`src/rtl/jtag_axi_master_fsm.sv`:
```
// Single-beat AXI4 master driven by JTAG request descriptors; each transaction
// ends with one status word, and a watchdog reports hung slaves as TIMEOUT.
module jtag_axi_master_fsm #(
    parameter int ADDR_WIDTH     = 32,
    parameter int DATA_WIDTH     = 32,
    parameter int TIMEOUT_CYCLES = 4096,
    parameter int TXN_ID         = 0,
    parameter int ID_WIDTH       = 4
) (
    input  logic                      clk_axi,
    input  logic                      ares_axi,
    // request FIFO read side
    input  logic                      req_valid,
    output logic                      req_ready,
    input  logic                      req_write,
    input  logic [ADDR_WIDTH-1:0]     req_addr,
    input  logic [DATA_WIDTH-1:0]     req_wdata,
    input  logic [2:0]                req_size,
    input  logic [DATA_WIDTH/8-1:0]   req_wstrb,
    // status FIFO write side
    output logic                      sts_valid,
    input  logic                      sts_ready,
    output logic [DATA_WIDTH-1:0]     sts_rdata,
    output logic [2:0]                sts_code,
    // AXI AW
    output logic                      m_awvalid,
    input  logic                      m_awready,
    output logic [ADDR_WIDTH-1:0]     m_awaddr,
    output logic [2:0]                m_awsize,
    output logic [ID_WIDTH-1:0]       m_awid,
    output logic [7:0]                m_awlen,
    output logic [1:0]                m_awburst,
    output logic [2:0]                m_awprot,
    // AXI W
    output logic                      m_wvalid,
    input  logic                      m_wready,
    output logic [DATA_WIDTH-1:0]     m_wdata,
    output logic [DATA_WIDTH/8-1:0]   m_wstrb,
    output logic                      m_wlast,
    // AXI B
    input  logic                      m_bvalid,
    output logic                      m_bready,
    input  logic [1:0]                m_bresp,
    // AXI AR
    output logic                      m_arvalid,
    input  logic                      m_arready,
    output logic [ADDR_WIDTH-1:0]     m_araddr,
    output logic [2:0]                m_arsize,
    output logic [ID_WIDTH-1:0]       m_arid,
    output logic [7:0]                m_arlen,
    output logic [1:0]                m_arburst,
    output logic [2:0]                m_arprot,
    // AXI R
    input  logic                      m_rvalid,
    output logic                      m_rready,
    input  logic [DATA_WIDTH-1:0]     m_rdata,
    input  logic [1:0]                m_rresp,
    input  logic                      m_rlast,
    // observability
    output logic [2:0]                o_dbg_state
);

    localparam int CNT_W = $clog2(TIMEOUT_CYCLES);
    localparam logic [2:0] CODE_TIMEOUT = 3'd4;

    typedef enum logic [2:0] {
        S_IDLE    = 3'd0,
        S_WR_REQ  = 3'd1,
        S_WR_RESP = 3'd2,
        S_RD_REQ  = 3'd3,
        S_RD_RESP = 3'd4,
        S_STATUS  = 3'd5,
        S_DRAIN   = 3'd6
    } state_t;

    state_t                    r_state;
    state_t                    w_state_nxt;

    logic                      r_req_ready;
    logic                      r_is_write;
    logic [ADDR_WIDTH-1:0]     r_addr;
    logic [DATA_WIDTH-1:0]     r_wdata;
    logic [2:0]                r_size;
    logic [DATA_WIDTH/8-1:0]   r_wstrb;

    logic                      r_awvalid;
    logic                      r_wvalid;
    logic                      r_arvalid;
    logic                      r_bready;
    logic                      r_rready;
    logic                      r_aw_done;
    logic                      r_w_done;

    logic [CNT_W-1:0]          r_wdog;
    logic                      r_timed_out;

    logic                      r_sts_valid;
    logic [2:0]                r_sts_code;
    logic [DATA_WIDTH-1:0]     r_sts_rdata;

    logic                      w_pop;
    logic                      w_aw_hs;
    logic                      w_w_hs;
    logic                      w_b_hs;
    logic                      w_ar_hs;
    logic                      w_r_hs;
    logic                      w_wr_done;
    logic                      w_timeout;
    logic                      w_load_sts;
    logic                      w_set_timeout;
    logic [2:0]                w_sts_code_nxt;
    logic [DATA_WIDTH-1:0]     w_sts_rdata_nxt;

    // Every channel transfers on a cycle where its valid and ready are both
    // high at the rising edge; a valid, once raised, holds until that edge.
    assign w_pop     = r_req_ready & req_valid;
    assign w_aw_hs   = r_awvalid & m_awready;
    assign w_w_hs    = r_wvalid & m_wready;
    assign w_b_hs    = r_bready & m_bvalid;
    assign w_ar_hs   = r_arvalid & m_arready;
    assign w_r_hs    = r_rready & m_rvalid;
    assign w_wr_done = (r_aw_done | w_aw_hs) & (r_w_done | w_w_hs);
    assign w_timeout = (r_wdog >= CNT_W'(TIMEOUT_CYCLES - 1));

    always_ff @(posedge clk_axi) begin
        if (!ares_axi) begin
            r_state <= S_IDLE;
        end else begin
            r_state <= w_state_nxt;
        end
    end

    always_comb begin
        w_state_nxt     = r_state;
        w_load_sts      = 1'b0;
        w_set_timeout   = 1'b0;
        w_sts_code_nxt  = r_sts_code;
        w_sts_rdata_nxt = r_sts_rdata;
        case (r_state)
            S_IDLE: begin
                if (w_pop) begin
                    w_state_nxt = req_write ? S_WR_REQ : S_RD_REQ;
                end
            end
            S_WR_REQ: begin
                if (w_wr_done) begin
                    w_state_nxt = S_WR_RESP;
                end else if (w_timeout) begin
                    w_state_nxt     = S_STATUS;
                    w_load_sts      = 1'b1;
                    w_set_timeout   = 1'b1;
                    w_sts_code_nxt  = CODE_TIMEOUT;
                    w_sts_rdata_nxt = '0;
                end
            end
            S_WR_RESP: begin
                // a response landing on the expiry cycle is reported normally
                if (w_b_hs) begin
                    w_state_nxt     = S_STATUS;
                    w_load_sts      = 1'b1;
                    w_sts_code_nxt  = {1'b0, m_bresp};
                    w_sts_rdata_nxt = '0;
                end else if (w_timeout) begin
                    w_state_nxt     = S_STATUS;
                    w_load_sts      = 1'b1;
                    w_set_timeout   = 1'b1;
                    w_sts_code_nxt  = CODE_TIMEOUT;
                    w_sts_rdata_nxt = '0;
                end
            end
            S_RD_REQ: begin
                if (w_ar_hs) begin
                    w_state_nxt = S_RD_RESP;
                end else if (w_timeout) begin
                    w_state_nxt     = S_STATUS;
                    w_load_sts      = 1'b1;
                    w_set_timeout   = 1'b1;
                    w_sts_code_nxt  = CODE_TIMEOUT;
                    w_sts_rdata_nxt = '0;
                end
            end
            S_RD_RESP: begin
                if (w_r_hs) begin
                    w_state_nxt     = S_STATUS;
                    w_load_sts      = 1'b1;
                    w_sts_code_nxt  = {1'b0, m_rresp};
                    w_sts_rdata_nxt = m_rdata;
                end else if (w_timeout) begin
                    w_state_nxt     = S_STATUS;
                    w_load_sts      = 1'b1;
                    w_set_timeout   = 1'b1;
                    w_sts_code_nxt  = CODE_TIMEOUT;
                    w_sts_rdata_nxt = '0;
                end
            end
            S_STATUS: begin
                if (sts_ready) begin
                    w_state_nxt = r_timed_out ? S_DRAIN : S_IDLE;
                end
            end
            S_DRAIN: begin
                // the abandoned response is swallowed before any new request
                if (r_is_write ? w_b_hs : (w_r_hs & m_rlast)) begin
                    w_state_nxt = S_IDLE;
                end
            end
            default: begin
                w_state_nxt = S_IDLE;
            end
        endcase
    end

    always_ff @(posedge clk_axi) begin
        if (!ares_axi) begin
            r_req_ready <= 1'b0;
            r_is_write  <= 1'b0;
            r_addr      <= '0;
            r_wdata     <= '0;
            r_size      <= '0;
            r_wstrb     <= '0;
            r_awvalid   <= 1'b0;
            r_wvalid    <= 1'b0;
            r_arvalid   <= 1'b0;
            r_bready    <= 1'b0;
            r_rready    <= 1'b0;
            r_aw_done   <= 1'b0;
            r_w_done    <= 1'b0;
            r_wdog      <= '0;
            r_timed_out <= 1'b0;
            r_sts_valid <= 1'b0;
            r_sts_code  <= '0;
            r_sts_rdata <= '0;
        end else begin
            r_req_ready <= (w_state_nxt == S_IDLE);
            r_bready    <= (w_state_nxt == S_WR_RESP) ||
                           ((w_state_nxt == S_DRAIN) && r_is_write);
            r_rready    <= (w_state_nxt == S_RD_RESP) ||
                           ((w_state_nxt == S_DRAIN) && !r_is_write);
            r_sts_valid <= (w_state_nxt == S_STATUS);

            // request valids outlive a timeout: they fall only on their handshake
            if (w_aw_hs) begin
                r_awvalid <= 1'b0;
                r_aw_done <= 1'b1;
            end
            if (w_w_hs) begin
                r_wvalid <= 1'b0;
                r_w_done <= 1'b1;
            end
            if (w_ar_hs) begin
                r_arvalid <= 1'b0;
            end

            if ((r_state == S_WR_REQ) || (r_state == S_WR_RESP) ||
                (r_state == S_RD_REQ) || (r_state == S_RD_RESP)) begin
                if (!w_timeout) begin
                    r_wdog <= r_wdog + CNT_W'(1);
                end
            end

            if (w_load_sts) begin
                r_sts_code  <= w_sts_code_nxt;
                r_sts_rdata <= w_sts_rdata_nxt;
            end
            if (w_set_timeout) begin
                r_timed_out <= 1'b1;
            end

            if (w_pop) begin
                r_is_write  <= req_write;
                r_addr      <= req_addr;
                r_wdata     <= req_wdata;
                r_size      <= req_size;
                r_wstrb     <= req_wstrb;
                r_awvalid   <= req_write;
                r_wvalid    <= req_write;
                r_arvalid   <= !req_write;
                r_aw_done   <= 1'b0;
                r_w_done    <= 1'b0;
                r_wdog      <= '0;
                r_timed_out <= 1'b0;
            end
        end
    end

    assign req_ready   = r_req_ready;
    assign sts_valid   = r_sts_valid;
    assign sts_code    = r_sts_code;
    assign sts_rdata   = r_sts_rdata;

    assign m_awvalid   = r_awvalid;
    assign m_awaddr    = r_addr;
    assign m_awsize    = r_size;
    assign m_awid      = ID_WIDTH'(TXN_ID);
    assign m_awlen     = 8'd0;
    assign m_awburst   = 2'b01;
    assign m_awprot    = 3'd0;

    assign m_wvalid    = r_wvalid;
    assign m_wdata     = r_wdata;
    assign m_wstrb     = r_wstrb;
    assign m_wlast     = 1'b1;

    assign m_bready    = r_bready;

    assign m_arvalid   = r_arvalid;
    assign m_araddr    = r_addr;
    assign m_arsize    = r_size;
    assign m_arid      = ID_WIDTH'(TXN_ID);
    assign m_arlen     = 8'd0;
    assign m_arburst   = 2'b01;
    assign m_arprot    = 3'd0;

    assign m_rready    = r_rready;

    assign o_dbg_state = r_state;

endmodule

```
`config.mk`:
```
export PLATFORM = sky130hd
export DESIGN_NAME = jtag_axi_master_fsm
export DESIGN_NICKNAME = d
export VERILOG_FILES = /design/src/rtl/jtag_axi_master_fsm.sv
export SDC_FILE = /design/constraint.sdc
export NUM_CORES = 1
export LEC_CHECK = 0
export BUFFER_PORTS_ARGS = -buffer_cell sky130_fd_sc_hd__buf_2
export CAP_MARGIN = 20
export CORE_MARGIN = 4
export CORE_UTILIZATION = 45
export CTS_CLUSTER_SIZE = 40
export DETAILED_ROUTE_END_ITERATION = 16
export GPL_TIMING_DRIVEN = 0
export HOLD_SLACK_MARGIN = 0.02
export PLACE_DENSITY = 0.92
export REMOVE_ABC_BUFFERS = 1
export SYNTH_ARGS = -nofsm -noshare
export SYNTH_HDL_FRONTEND = slang
export SYNTH_SLANG_ARGS = --single-unit
export TNS_END_PERCENT = 1
```
`constraint.sdc`:
```
create_clock -name clk_axi -period 4.5 [get_ports clk_axi]
set_clock_uncertainty 0.15 [all_clocks]
set_input_delay 0 -clock clk_axi [delete_from_list [all_inputs] [get_ports clk_axi]]
set_output_delay 0 -clock clk_axi [all_outputs]
set_load 0.05 [all_outputs]
```
### After elaboration in Yosys (flattened, before gate mapping)

Index checks and enable logic that the tools add are counted.

| word-level totals | value |
|---|---|
| bits in registers | 132 |
| output and inout bits | 186 |
| logic and storage cells | 102 |

| cells by class | value |
|---|---|
| add/sub/neg operators | 1 |
| magnitude comparators | 1 |
| equal/unequal tests | 12 |
| muxes and demuxes | 39 |
| bitwise logic cells | 12 |
| reductions and logical operators | 18 |

Operator list:

| kind | number |
|---|---|
| 32-bit 2-to-1 mux | 5 |
| 32-bit case mux with 4 select lines | 1 |
| 3-bit 2-to-1 mux | 14 |
| 3-bit case mux with 7 select lines | 1 |
| 3-bit == test (second input constant) | 6 |
| 1-bit 2-to-1 mux | 14 |
| 12-bit by 1-bit adder with 12-bit output (second input constant) | 1 |
| 12-bit greater-or-equal comparator (second input constant) | 1 |
| 3-bit case mux with 4 select lines | 1 |
| 3-bit by 2-bit == test with 1-bit output (second input constant) | 3 |
| 1-bit AND | 8 |
| 1-bit case mux with 4 select lines | 2 |
| 3-bit zero test | 2 |
| 2-bit nonzero test | 3 |
| 1-bit logical OR | 5 |
| 2-bit != test (second input constant) | 2 |
| 4-bit AND reduction | 1 |
| 4-bit nonzero test | 1 |
| 3-bit by 1-bit == test with 1-bit output (second input constant) | 1 |
| 1-bit logical AND | 2 |
| 1-bit zero test | 2 |
| 2-bit 2-to-1 mux | 1 |
| 1-bit inverter | 2 |
| 1-bit OR | 2 |
| other kinds (2) | 2 |

### Longest topological paths before layout

Gate-level depths: netlist of the first run.

| depth | value |
|---|---|
| depth in word-level cells | 8 |
| gate-level depth with buffers | 7 |
| depth with buffers taken out | 6 |

### Worst setup path after synthesis of the first run

No wires, ideal clock.

| timing | value |
|---|---|
| path type | register to register |
| start | register r_awvalid (netlist: m_awvalid) |
| end | register r_rready (netlist: m_rready) |
| setup time | 103 ps |
| arrival | 1918 ps |
| data required time | 4247 ps |
| slack | 2328 ps |
| cell stages (with the launch flop) | 6 |
| path buffers | 0 |
| period minus slack after synthesis | 2172 ps |
| path through | dfxtp_1 -> a21oi_2 -> o311a_4 -> a2111oi_4 -> o21ai_2 -> a2111oi_2 |

| on the way | value |
|---|---|
| word-level cells in the longest chain between the ends | 8 |
| elaborated cells on any way between the ends | 9 |

Ends and longest elaborated chain:

| what | RTL line | text |
|---|---|---|
| start: declaration | 86 | `logic r_awvalid;` |
| start signal: assignment | 275 | `r_awvalid <= req_write;` |
| 1-bit AND * | 117 | `assign w_aw_hs = r_awvalid & m_awready;` |
| 1-bit OR * | 122 | `assign w_wr_done = (r_aw_done \| w_aw_hs) & (r_w_done \| w_w_hs);` |
| 1-bit AND * | 122 |  |
| 3-bit 2-to-1 mux * | 146 | `if (w_wr_done) begin` |
| 3-bit case mux with 7 select lines * | 139 | `case (r_state)` |
| 3-bit == test | 238 | `((w_state_nxt == S_DRAIN) && !r_is_write);` |
| 1-bit logical AND | 238 |  |
| 1-bit logical OR * | 237 | `r_rready <= (w_state_nxt == S_RD_RESP) \|\|` |
| end signal: assignment | 237 |  |
| end: declaration | 90 | `logic r_rready;` |

Mark *: on every way between the ends. The rest lies on a longest branch, timed or not.
A chain may end at the register's enable or synchronous reset.

### Worst setup path in the final report of the first run

| timing | value |
|---|---|
| start | register r_state[2] (netlist: o_dbg_state[2]) |
| end | register r_sts_code[1] (netlist: sts_code[1]) |

| on the way | value |
|---|---|
| word-level cells in the longest chain between the ends | 3 |
| elaborated cells on any way between the ends | 10 |

Ends and longest elaborated chain:

| what | RTL line | text |
|---|---|---|
| start: declaration | 76 | `state_t r_state;` |
| start signal: assignment | 129 | `r_state <= w_state_nxt;` |
| 3-bit == test, or another cell as far along | 139 |  |
| 1-bit case mux with 4 select lines, or another cell as far along | 139 |  |
| 4-bit AND reduction (no source line) | - |  |
| end signal: assignment | 262 | `r_sts_code <= w_sts_code_nxt;` |
| end: declaration | 98 | `logic [2:0] r_sts_code;` |

Parallel ways exist; a longest one is shown, timed or not.

==> impl_metrics.py, run 1 <==
metrics = {
    "outcome": {
        "status": "completed",
    },
    "sta": {
        "rsz0062_at_grt": "false",
        "maxSlewHeadroom": 0.427,
        "period_needed_ps": 2790,
        "worst_slack_ps": 1710,
        "report.final.slew_viol_count": 0,
        "fmax_ghz": 0.359,
        "hold_ws_ps": 74.4,
        "worst_slew_pin_slew_ps": 859,
        "setup_violations": 0,
        "finalHoldViolations": 0,
        "setup_tns_ps": 0,
        "min_period_over_period": 0.619,
    },
    "drt": {
        "drt_iter0_drc": 597,
        "first_pass_iters": 6,
        "wirelength_um": 22500,
        "postRouteAntennaNets": 0,
        "vias": 6471,
        "drc": 0,
        "via_per_inst": 5.22,
        "drt-wirelength-per-cell_um": 18.1,
    },
    "global_route": {
        "grt_pass1_wl_um": 33900,
        "antenna_found_initial": 5,
        "grt_max_degree": 80,
        "overflow": 0,
        "grt_use_total": 0.299,
        "grt_pass1_vias": 6658,
    },
    "floorplanning": {
        "dieArea_mm2": 0.0143,
        "coreArea_mm2": 0.0121,
        "start_util": 0.463,
        "fp.dieW_um": 120,
        "die_h_um": 120,
        "row_count": 40,
        "io_pins": 304,
    },
    "worst_setup_path": {
        "start_kind": "flip-flop",
        "cp-end-kind": "flip-flop",
        "crit_type": "flip-flop to flip-flop",
        "critPathMaxFanout": 27,
        "timing.rr.end": "sts_code[1]",
        "crit_buf_inv": 2,
        "path_cells": "nand2b_4, nor3b_4, buf_8, a22oi_1, dlygate4sd3_1, a21oi_1",
        "cp.arrival_ps": 2980,
        "r2r_setup_slack_ps": 1710,
        "worstPathRequired_ps": 4700,
        "ff2ff_path_depth": 6,
        "r2r_start": "o_dbg_state[2]",
        "critPathMaxStageDelay_ps": 650,
        "crit_family": "buffers and inverters",
        "slowest_stage": "nor3b_4",
    },
    "yosys": {
        "netlist_top_cells_count": "nand2_1 (185), dfxtp_1 (132), a21oi_1 (115), buf_4 (71), o21ai_0 (36)",
        "yosysMostFrequentCell": "nand2_1",
        "synthArstFlopShare": 0,
        "ys.warnings.count": 0,
        "synth_flop_cell": "dfxtp_1",
        "synthTopCellsByArea": "dfxtp_1 (47%), nand2_1 (12%), a21oi_1 (10%)",
        "synth_seq_area_share": 0.472,
        "synth_edf_count": 0,
        "yosys.area.top_type": "dfxtp_1",
        "synth_area_per_cell_um2": 8.07,
        "synth_top_area_frac": 0.472,
        "synth_area_mm2": 0.00560,
        "ys_types": 51,
        "netlist_instances": 694,
        "ys_ff_latch": 132,
    },
    "cts": {
        "insertion_delay_ps": 410,
        "root_buffer": "clkbuf_16",
        "cts_inserted_buffers": 17,
        "cts_setup_buffers": 0,
        "clockBufferDepth": 2,
        "htreeDepth": 4,
        "hold_buffers": 147,
        "cts_sinks": 132,
        "cts_tree": "built",
        "clk_pin_slew_ps": 60,
        "cts-resized-gates": 0,
    },
    "pwr": {
        "p_int_uw": 2370,
        "power_frac_seq": 0.364,
        "power.density_mw_per_mm2": 399,
        "cellLeakagePower_uw": 0.00404,
        "p_comb_frac": 0.235,
        "switching_share": 0.323,
        "p_clk_frac": 0.401,
        "vdd_drop_max_mv": 0.252,
        "net-switching-power_uw": 1130,
    },
    "layout": {
        "nNetsFinal": 1172,
        "area_growth_pct": 56.7,
        "n_fill_cell": 802,
        "layout-drive-gt1-share": 0.299,
        "multiInputGateArea_mm2": 0.00238,
        "register_area_mm2": 0.00264,
    },
    "placed_design": {
        "io_buffers": 268,
        "routabilityCongestion": 0.882,
        "dpl.hpwl_um": 11900,
        "place_ws_ps": 2090,
    },
    "hold_path": {
        "hold_end": "sts_code[2]",
        "hold_depth": 5,
        "min_path_type": "input port to flip-flop",
        "hp-start": "m_bvalid",
    },
    "flow_run": {
        "maxCapViolCount": 0,
    },
}
[layer usage]
| metal | up-vias | routed length (um) | share of wire | GRT usage |
|---|---|---|---|---|
| li1 | 2933 | - | - | - |
| met1 | 2967 | 7560 | 0.34 | 0.304 |
| met2 | 451 | 11500 | 0.51 | 0.538 |
| met3 | 120 | 1970 | 0.088 | 0.0773 |
| met4 | 0 | 1420 | 0.063 | 0.194 |
| met5 | - | 0 | 0 | 0 |
[tightest hold or removal path: cells and delay by family]
family	cells	cell delay, ps
buf+inv	1	110
compound gates	1	130
simple gates	3	360
[worst max-delay path by stage]
stage | cells after the start | end | start
global placement | 4 | r_wdog[8] | req_ready
floorplan | 5 | req_ready | req_ready
global route | 6 | sts_code[1] | o_dbg_state[2]
detailed placement | 5 | m_rready | req_ready
CTS | 6 | sts_code[1] | o_dbg_state[2]
finish | 6 | sts_code[1] | o_dbg_state[2]
[area by class of cell]
cell class                      instances  area share
Antenna cell                            6     0.00171
Multi-Input combinational cell        478       0.271
Clock buffer                           23      0.0533
Tap cell                              168      0.0239
Inverter                                4     0.00200
Clock inverter                          9      0.0145
Timing Repair Buffer                  420       0.332
Sequential cell                       132       0.301
[cells in the final DEF, fill, tap and decap left out, types with 6 or more instances in the layout]
master / netlist / layout
diode_2: 0 / 6
buf_2: 4 / 268
nor3_1: 7 / 7
clkbuf_16: 0 / 17
a21oi_1: 115 / 115
dfxtp_1: 132 / 132
nor2_1: 17 / 17
o21ai_0: 36 / 36
dlygate4sd3_1: 0 / 147
xor2_1: 6 / 6
nand3_1: 11 / 11
conb_1: 2 / 35
nand2_1: 185 / 184
[per-stage QoR]
stage | util | total power, uW | instance area, um2 | cells
floorplan | - | 1770 | 5020 | 614
global placement | 0.543 | 1950 | 6570 | 1050
detailed placement | 0.553 | 1980 | 6700 | 1055
CTS | 0.723 | 3460 | 8760 | 1234
global route | 0.724 | 3620 | 8770 | 1239
finish | 0.725 | 3500 | 8780 | 1240
[logic make-up after synthesis]
logic type / synth area share
and+or+nand+nor: 0.207
AOI/OAI and AO/OA: 0.174
DFF: 0.472
buffers and inverters: 0.129
xor gates and xnor gates: 0.0156
other: 0.00134
adders and majority gates: 0.00223
[flip-flops by register name, indices dropped and copies added (netlist names), 3 cells and up]
signal       cells
m_araddr        32
m_arsize         3
m_wdata         32
m_wstrb          4
o_dbg_state      3
r_wdog          12
sts_code         3
sts_rdata       32
[power groups by stage]
stage | registers, uW | logic, uW | clock network, uW
2_1_floorplan | 1540 | 228 | 0
3_3_place_gp | 1290 | 658 | 0
3_5_place_dp | 1290 | 684 | 0
4_1_cts | 1270 | 792 | 1400
5_1_grt | 1280 | 860 | 1480
6_report | 1280 | 822 | 1410
Note: power is estimated with default switching activity, not from simulation.
==> run 2: changes to the inputs <==
Settings changed: ABC_AREA set to 1, CORE_UTILIZATION 45 to 41, PLACE_DENSITY 0.92 to 0.88.
Clock period 4.5 ns to 2.3 ns, I/O delays scaled along.
==> run 2 against run 1 <==
  * Critical endpoint is now sts_code[0]
  * Largest power group unchanged
  * Register-to-register slack got worse by 1500 ps
  * Design area decreased by 1.2%
  * Sequential power increased by 97%
  * Critical path depth increased by 2
  * Core utilization decreased by 10 points
  * Combinational power increased by 100%
  * Sequential share of layout area increased by 0.39 points
==> impl_metrics.py, run 2 <==
metrics = {
    "outcome": {
        "status": "completed",
    },
    "layout": {
        "final_common_cell": "buf_2",
        "n_fill_cell": 1104,
        "postLayoutCoreUtil": 0.623,
        "register_area_mm2": 0.00265,
        "nNetsFinal": 1231,
        "design_area_mm2": 0.00867,
        "multiInputGateArea_mm2": 0.00243,
        "layout-drive-gt1-share": 0.296,
        "mostFrequentLayoutCells": "buf_2 (268), nor2_1 (174), dfxtp_1 (130)",
        "area_growth_pct": 48.3,
    },
    "cts": {
        "cts_tree": "built",
        "cts_setup_buffers": 0,
        "root_buffer": "clkbuf_16",
        "insertion_delay_ps": 410,
        "clk_pin_slew_ps": 60,
        "clockBufferDepth": 2,
        "cts_sinks": 132,
        "htreeDepth": 4,
        "cts_inserted_buffers": 17,
    },
    "yosys": {
        "synth_area_mm2": 0.00585,
        "netlist_top_cells_count": "nor2_1 (174), dfxtp_1 (132), nand2_1 (113), o21ai_0 (76), buf_4 (70)",
        "synth_area_per_cell_um2": 7.48,
        "ys_ff_latch": 132,
        "ys_types": 32,
        "synthArstFlopShare": 0,
        "netlist_instances": 782,
        "yosysMostFrequentCell": "nor2_1",
        "synthTopCellsByArea": "dfxtp_1 (45%), nor2_1 (11%), buf_4 (9.0%)",
        "ys.warnings.count": 0,
        "yosys.area.top_type": "dfxtp_1",
        "synth_top_area_frac": 0.452,
        "synth_edf_count": 0,
        "synth_seq_area_share": 0.452,
        "synth_flop_cell": "dfxtp_1",
    },
    "worst_setup_path": {
        "crit_type": "flip-flop to flip-flop",
        "crit_family": "buffers and inverters",
        "start_kind": "flip-flop",
        "cp.arrival_ps": 2330,
        "path_cells": "nor2_4, nand3_4, inv_8, nand2_1, nand2_1, dlygate4sd3_1, inv_1, a21oi_1",
        "cpMostUsedCell": "nand2_1",
        "critPathMaxFanout": 36,
        "worstPathRequired_ps": 2490,
        "crit_buf_inv": 3,
        "cp-end-kind": "flip-flop",
        "critPathMaxStageDelay_ps": 540,
        "slowest_stage": "dlygate4sd3_1",
    },
    "sta": {
        "rsz0062_at_grt": "true",
        "min_period_over_period": 0.929,
        "hold_ws_ps": 31.9,
        "report.final.slew_viol_count": 0,
        "period_needed_ps": 2140,
        "finalHoldViolations": 0,
        "fmax_ghz": 0.468,
        "setup_violations": 0,
        "maxSlewHeadroom": 0.560,
        "worst_slack_ps": 163,
        "worst_slew_pin_slew_ps": 658,
        "setup_tns_ps": 0,
    },
    "placed_design": {
        "place_ws_ps": -266,
        "dpl.hpwl_um": 11800,
        "io_buffers": 268,
        "routabilityCongestion": 0.906,
        "dpl_cell_area_mm2": 0.00684,
    },
    "floorplanning": {
        "start_util": 0.420,
        "die_h_um": 127,
        "fp.dieW_um": 127,
        "dieArea_mm2": 0.0162,
        "coreArea_mm2": 0.0139,
        "io_pins": 304,
        "row_count": 43,
    },
    "pwr": {
        "power.density_mw_per_mm2": 790,
        "cellLeakagePower_uw": 0.00417,
        "vdd_drop_max_mv": 0.773,
    },
    "drt": {
        "wl_met1_um": 7280,
        "first_pass_iters": 7,
        "wl_met2_um": 10400,
        "drt-wirelength-per-cell_um": 15.5,
        "route.met3.wl_um": 1620,
        "wirelength_um": 20300,
        "top_layer": "met4",
        "via_per_inst": 4.91,
        "drt_iter0_drc": 324,
        "drc": 0,
        "postRouteAntennaNets": 0,
        "vias": 6416,
    },
    "flow_run": {
        "maxCapViolCount": 0,
    },
    "global_route": {
        "antenna_found_initial": 0,
        "overflow": 0,
        "grt_pass1_vias": 6358,
        "grt_max_degree": 79,
        "grt_pass1_wl_um": 31000,
        "grt_use_total": 0.239,
    },
    "hold_path": {
        "min_path_type": "input port to flip-flop",
    },
}
==> run 2: metrics by stage <==
| step | total power [uW] | cells |
|---|---|---|
| 2_1_floorplan | 3600 | 703 |
| 3_3_place_gp | 3980 | 1151 |
| 3_5_place_dp | 4010 | 1154 |
| 4_1_cts | 6850 | 1303 |
| 5_1_grt | 7110 | 1305 |
| 6_report | 6850 | 1308 |
==> run 2: timing repair <==
| action | in CTS | in global routing |
|---|---|---|
| hold buffers | 116 | 1 |
| cloned | 1 | 0 |
| gates resized for setup | 5 | 5 |
| endpoints found under the hold margin | 116 | 15 |
| endpoints found under the setup margin | 52 | 16 |
==> run 2: power breakdown <==
part / total (uW) / switching, uW / internal, uW
logic: 1640 / 1190 / 454
clock network: 2690 / 1060 / 1630
registers: 2520 / 101 / 2420
==> run 2: final cells by class <==
cell class / count / share of cell area
clock inverters: 14 / 0.0176
multi-input cells: 533 / 0.281
inverters: 39 / 0.0189
repair buffers: 389 / 0.301
clock buffers: 18 / 0.0506
diodes: 3 / 0.000865
well taps: 180 / 0.0260
flip-flops and latches: 132 / 0.305
==> run 2: metal layers <==
| layer | GRT usage | up-vias |
|---|---|---|
| li1 | - | 3065 |
| met1 | 0.242 | 2922 |
| met2 | 0.425 | 340 |
| met3 | 0.0836 | 89 |
| met4 | 0.138 | 0 |
| met5 | 0 | - |
==> run 2: final timing paths <==
check / from / endpoint / slack, ps / cells after the start
max: o_dbg_state[0] / sts_code[0] / 160 / 8
min: m_rlast / req_ready / 30 / 7
max reg2reg: o_dbg_state[0] / sts_code[0] / 160 / 8
min reg2reg: r_aw_done / r_aw_done / 310 / 2
==> run 2: logic make-up after synthesis <==
kind of cell / count (synthesis) / synth area share
flops: 132 / 0.452
simple gates: 363 / 0.268
other cells: 2 / 0.00128
xor+xnor: 3 / 0.00449
buf+inv: 151 / 0.159
compound gates: 130 / 0.114
fa+ha+maj: 1 / 0.00214
==> run 2: tightest hold or removal path, delay by kind of cell <==
family	cells	cell delay, ps
buffers and inverters	2	180
and+or+nand+nor	5	370
==> run 3: changes to the inputs <==
Settings changed: CORE_ASPECT_RATIO set to 1.4.
Clock period 2.3 ns to 1.75 ns, I/O delays scaled along.
==> run 3 against run 2 <==
  * Sequential cell count is the same
  * Via count grew 6.1%
  * Total power up 33%
  * Sequential power increased by 32%
  * Worst setup slack worse by 150 ps
  * Critical path depth did not move
  * Final cell count grew 2.7%
  * Routed wire length increased by 11%
  * Critical path type unchanged
==> impl_metrics.py, run 3 (same netlist as run 2, synthesis figures left out) <==
metrics = {
    "sta": {
        "setup_tns_ps": 0,
        "report.final.slew_viol_count": 0,
        "rsz0062_at_grt": "true",
        "finalHoldViolations": 0,
        "min_period_over_period": 0.991,
        "worst_slew_pin_slew_ps": 663,
        "fmax_ghz": 0.577,
        "maxSlewHeadroom": 0.558,
        "period_needed_ps": 1730,
        "setup_violations": 0,
    },
    "outcome": {
        "status": "completed",
    },
    "cts": {
        "clockBufferDepth": 2,
        "insertion_delay_ps": 400,
        "root_buffer": "clkbuf_16",
        "cts_inserted_buffers": 17,
        "cts_tree": "built",
        "clk_pin_slew_ps": 60,
        "htreeDepth": 4,
        "cts_sinks": 132,
    },
    "global_route": {
        "overflow": 0,
        "grt_max_degree": 60,
        "antenna_found_initial": 1,
        "grt_use_total": 0.261,
        "grt_pass1_vias": 6831,
        "grt_pass1_wl_um": 33200,
    },
    "layout": {
        "mostFrequentLayoutCells": "buf_2 (267), nor2_1 (169), dlygate4sd3_1 (130)",
        "final_cells": 1343,
        "final_common_cell": "buf_2",
        "nNetsFinal": 1261,
        "n_fill_cell": 1003,
        "area_growth_pct": 56.6,
        "layout-drive-gt1-share": 0.321,
    },
    "drt": {
        "wl_met2_um": 11700,
        "postRouteAntennaNets": 0,
        "wirelength_um": 22600,
        "top_layer": "met4",
        "first_pass_iters": 6,
        "vias": 6806,
        "wl_met1_um": 7390,
        "drt_iter0_drc": 468,
        "drc": 0,
        "via_per_inst": 5.07,
        "drt-wirelength-per-cell_um": 16.8,
        "route.met3.wl_um": 2080,
    },
    "floorplanning": {
        "start_util": 0.419,
        "row_count": 51,
        "fp.dieW_um": 109,
        "io_pins": 304,
        "die_h_um": 149,
        "coreArea_mm2": 0.0140,
        "dieArea_mm2": 0.0163,
    },
    "worst_setup_path": {
        "r2r_setup_slack_ps": 20,
        "critPathMaxFanout": 5,
        "cp.arrival_ps": 1850,
        "r2r_start": "r_wdog[6]",
        "cp-end-kind": "flip-flop",
        "crit_type": "flip-flop to flip-flop",
        "timing.rr.end": "sts_rdata[28]",
        "start_kind": "flip-flop",
        "worstPathRequired_ps": 1860,
        "ff2ff_path_depth": 8,
    },
    "placed_design": {
        "dp.cells": 1159,
        "dpl.hpwl_um": 11700,
        "routabilityCongestion": 0.898,
        "io_buffers": 268,
    },
    "pwr": {
        "power.density_mw_per_mm2": 998,
        "cellLeakagePower_uw": 0.00434,
        "finalPower_uw": 9140,
        "vdd_drop_max_mv": 0.611,
    },
    "hold_path": {
        "min_path_type": "input port to flip-flop",
        "hold_end": "m_wdata[29]",
        "hp-start": "req_wdata[29]",
        "hold_depth": 4,
    },
    "flow_run": {
        "maxCapViolCount": 0,
    },
}
-- run 3: cell types whose count changed in the layout (fill, tap and decap cells not counted), moves of 5 or more --
| cell | before | now |
|---|---|---|
| buf_4 | 0 | 7 |
| nor2_1 | 174 | 169 |
| dlygate4sd3_1 | 117 | 130 |
| buf_12 | 2 | 9 |
| dfxtp_1 | 130 | 124 |
-- run 3: final cells by class --
class / count / area, um2 / share of cell area
Sequential cell: 132 / 2660 / 0.291
Timing Repair Buffer: 417 / 2960 / 0.323
Multi-Input combinational cell: 535 / 2560 / 0.279
Tap cell: 185 / 231 / 0.0253
Clock buffer: 18 / 429 / 0.0468
Antenna cell: 4 / 10.0 / 0.00109
Clock inverter: 13 / 153 / 0.0167
Inverter: 39 / 161 / 0.0176
-- run 3: worst max-delay path: stages, from the launching register on --
cell,delay [ps]
dfxtp_1,410
nand2_1,120
nor2_1,180
nand2_2,130
nor2_4,190
nand2_8,110
buf_12,150
nand3_1,100
a21oi_2,70
-- run 3: repair_timing --
| item | CTS | global route |
|---|---|---|
| hold endpoints to repair | 116 | 0 |
| endpoints found under the setup margin | 108 | 49 |
| pin swaps | 4 | 9 |
| cloned | 2 | 3 |
| buffers inserted | 6 | 6 |
| hold buffers | 132 | 0 |
| gates resized for setup | 26 | 21 |
-- run 3: metal layers --
layer  GRT usage  up-vias
met3      0.0706      110
met2       0.459      474
met5           0        -
met1       0.252     3092
met4       0.205        0
li1            -     3130
-- run 3: how the worst max path moves through the flow --
stage | from | endpoint | slack, ps
finish | r_wdog[6] | sts_rdata[28] | 20
global route | r_wdog[6] | sts_rdata[28] | -40
CTS | r_wdog[0] | sts_rdata[22] | 10
detailed placement | ares_axi | r_wdog[1] | -800
global placement | req_ready | r_wdog[1] | -3490
floorplan | req_ready | m_rready | -1900
-- run 3: stage by stage --
step                       util  setup WS [ps]  instance area [um2]  hold slack [ps]
final                     0.656           16.4                 9160              238
after floorplan               -          -1900                 5200            -52.4
after global placement    0.485          -3490                 6770             96.5
after CTS                 0.643           11.0                 8980              213
after detailed placement  0.490           -802                 6840              104
after global routing      0.655          -41.1                 9160              233
-- run 3: power breakdown --
part | internal, uW | switching (uW)
sequential | 3180 | 144
combinational | 664 | 1620
clock | 2120 | 1410
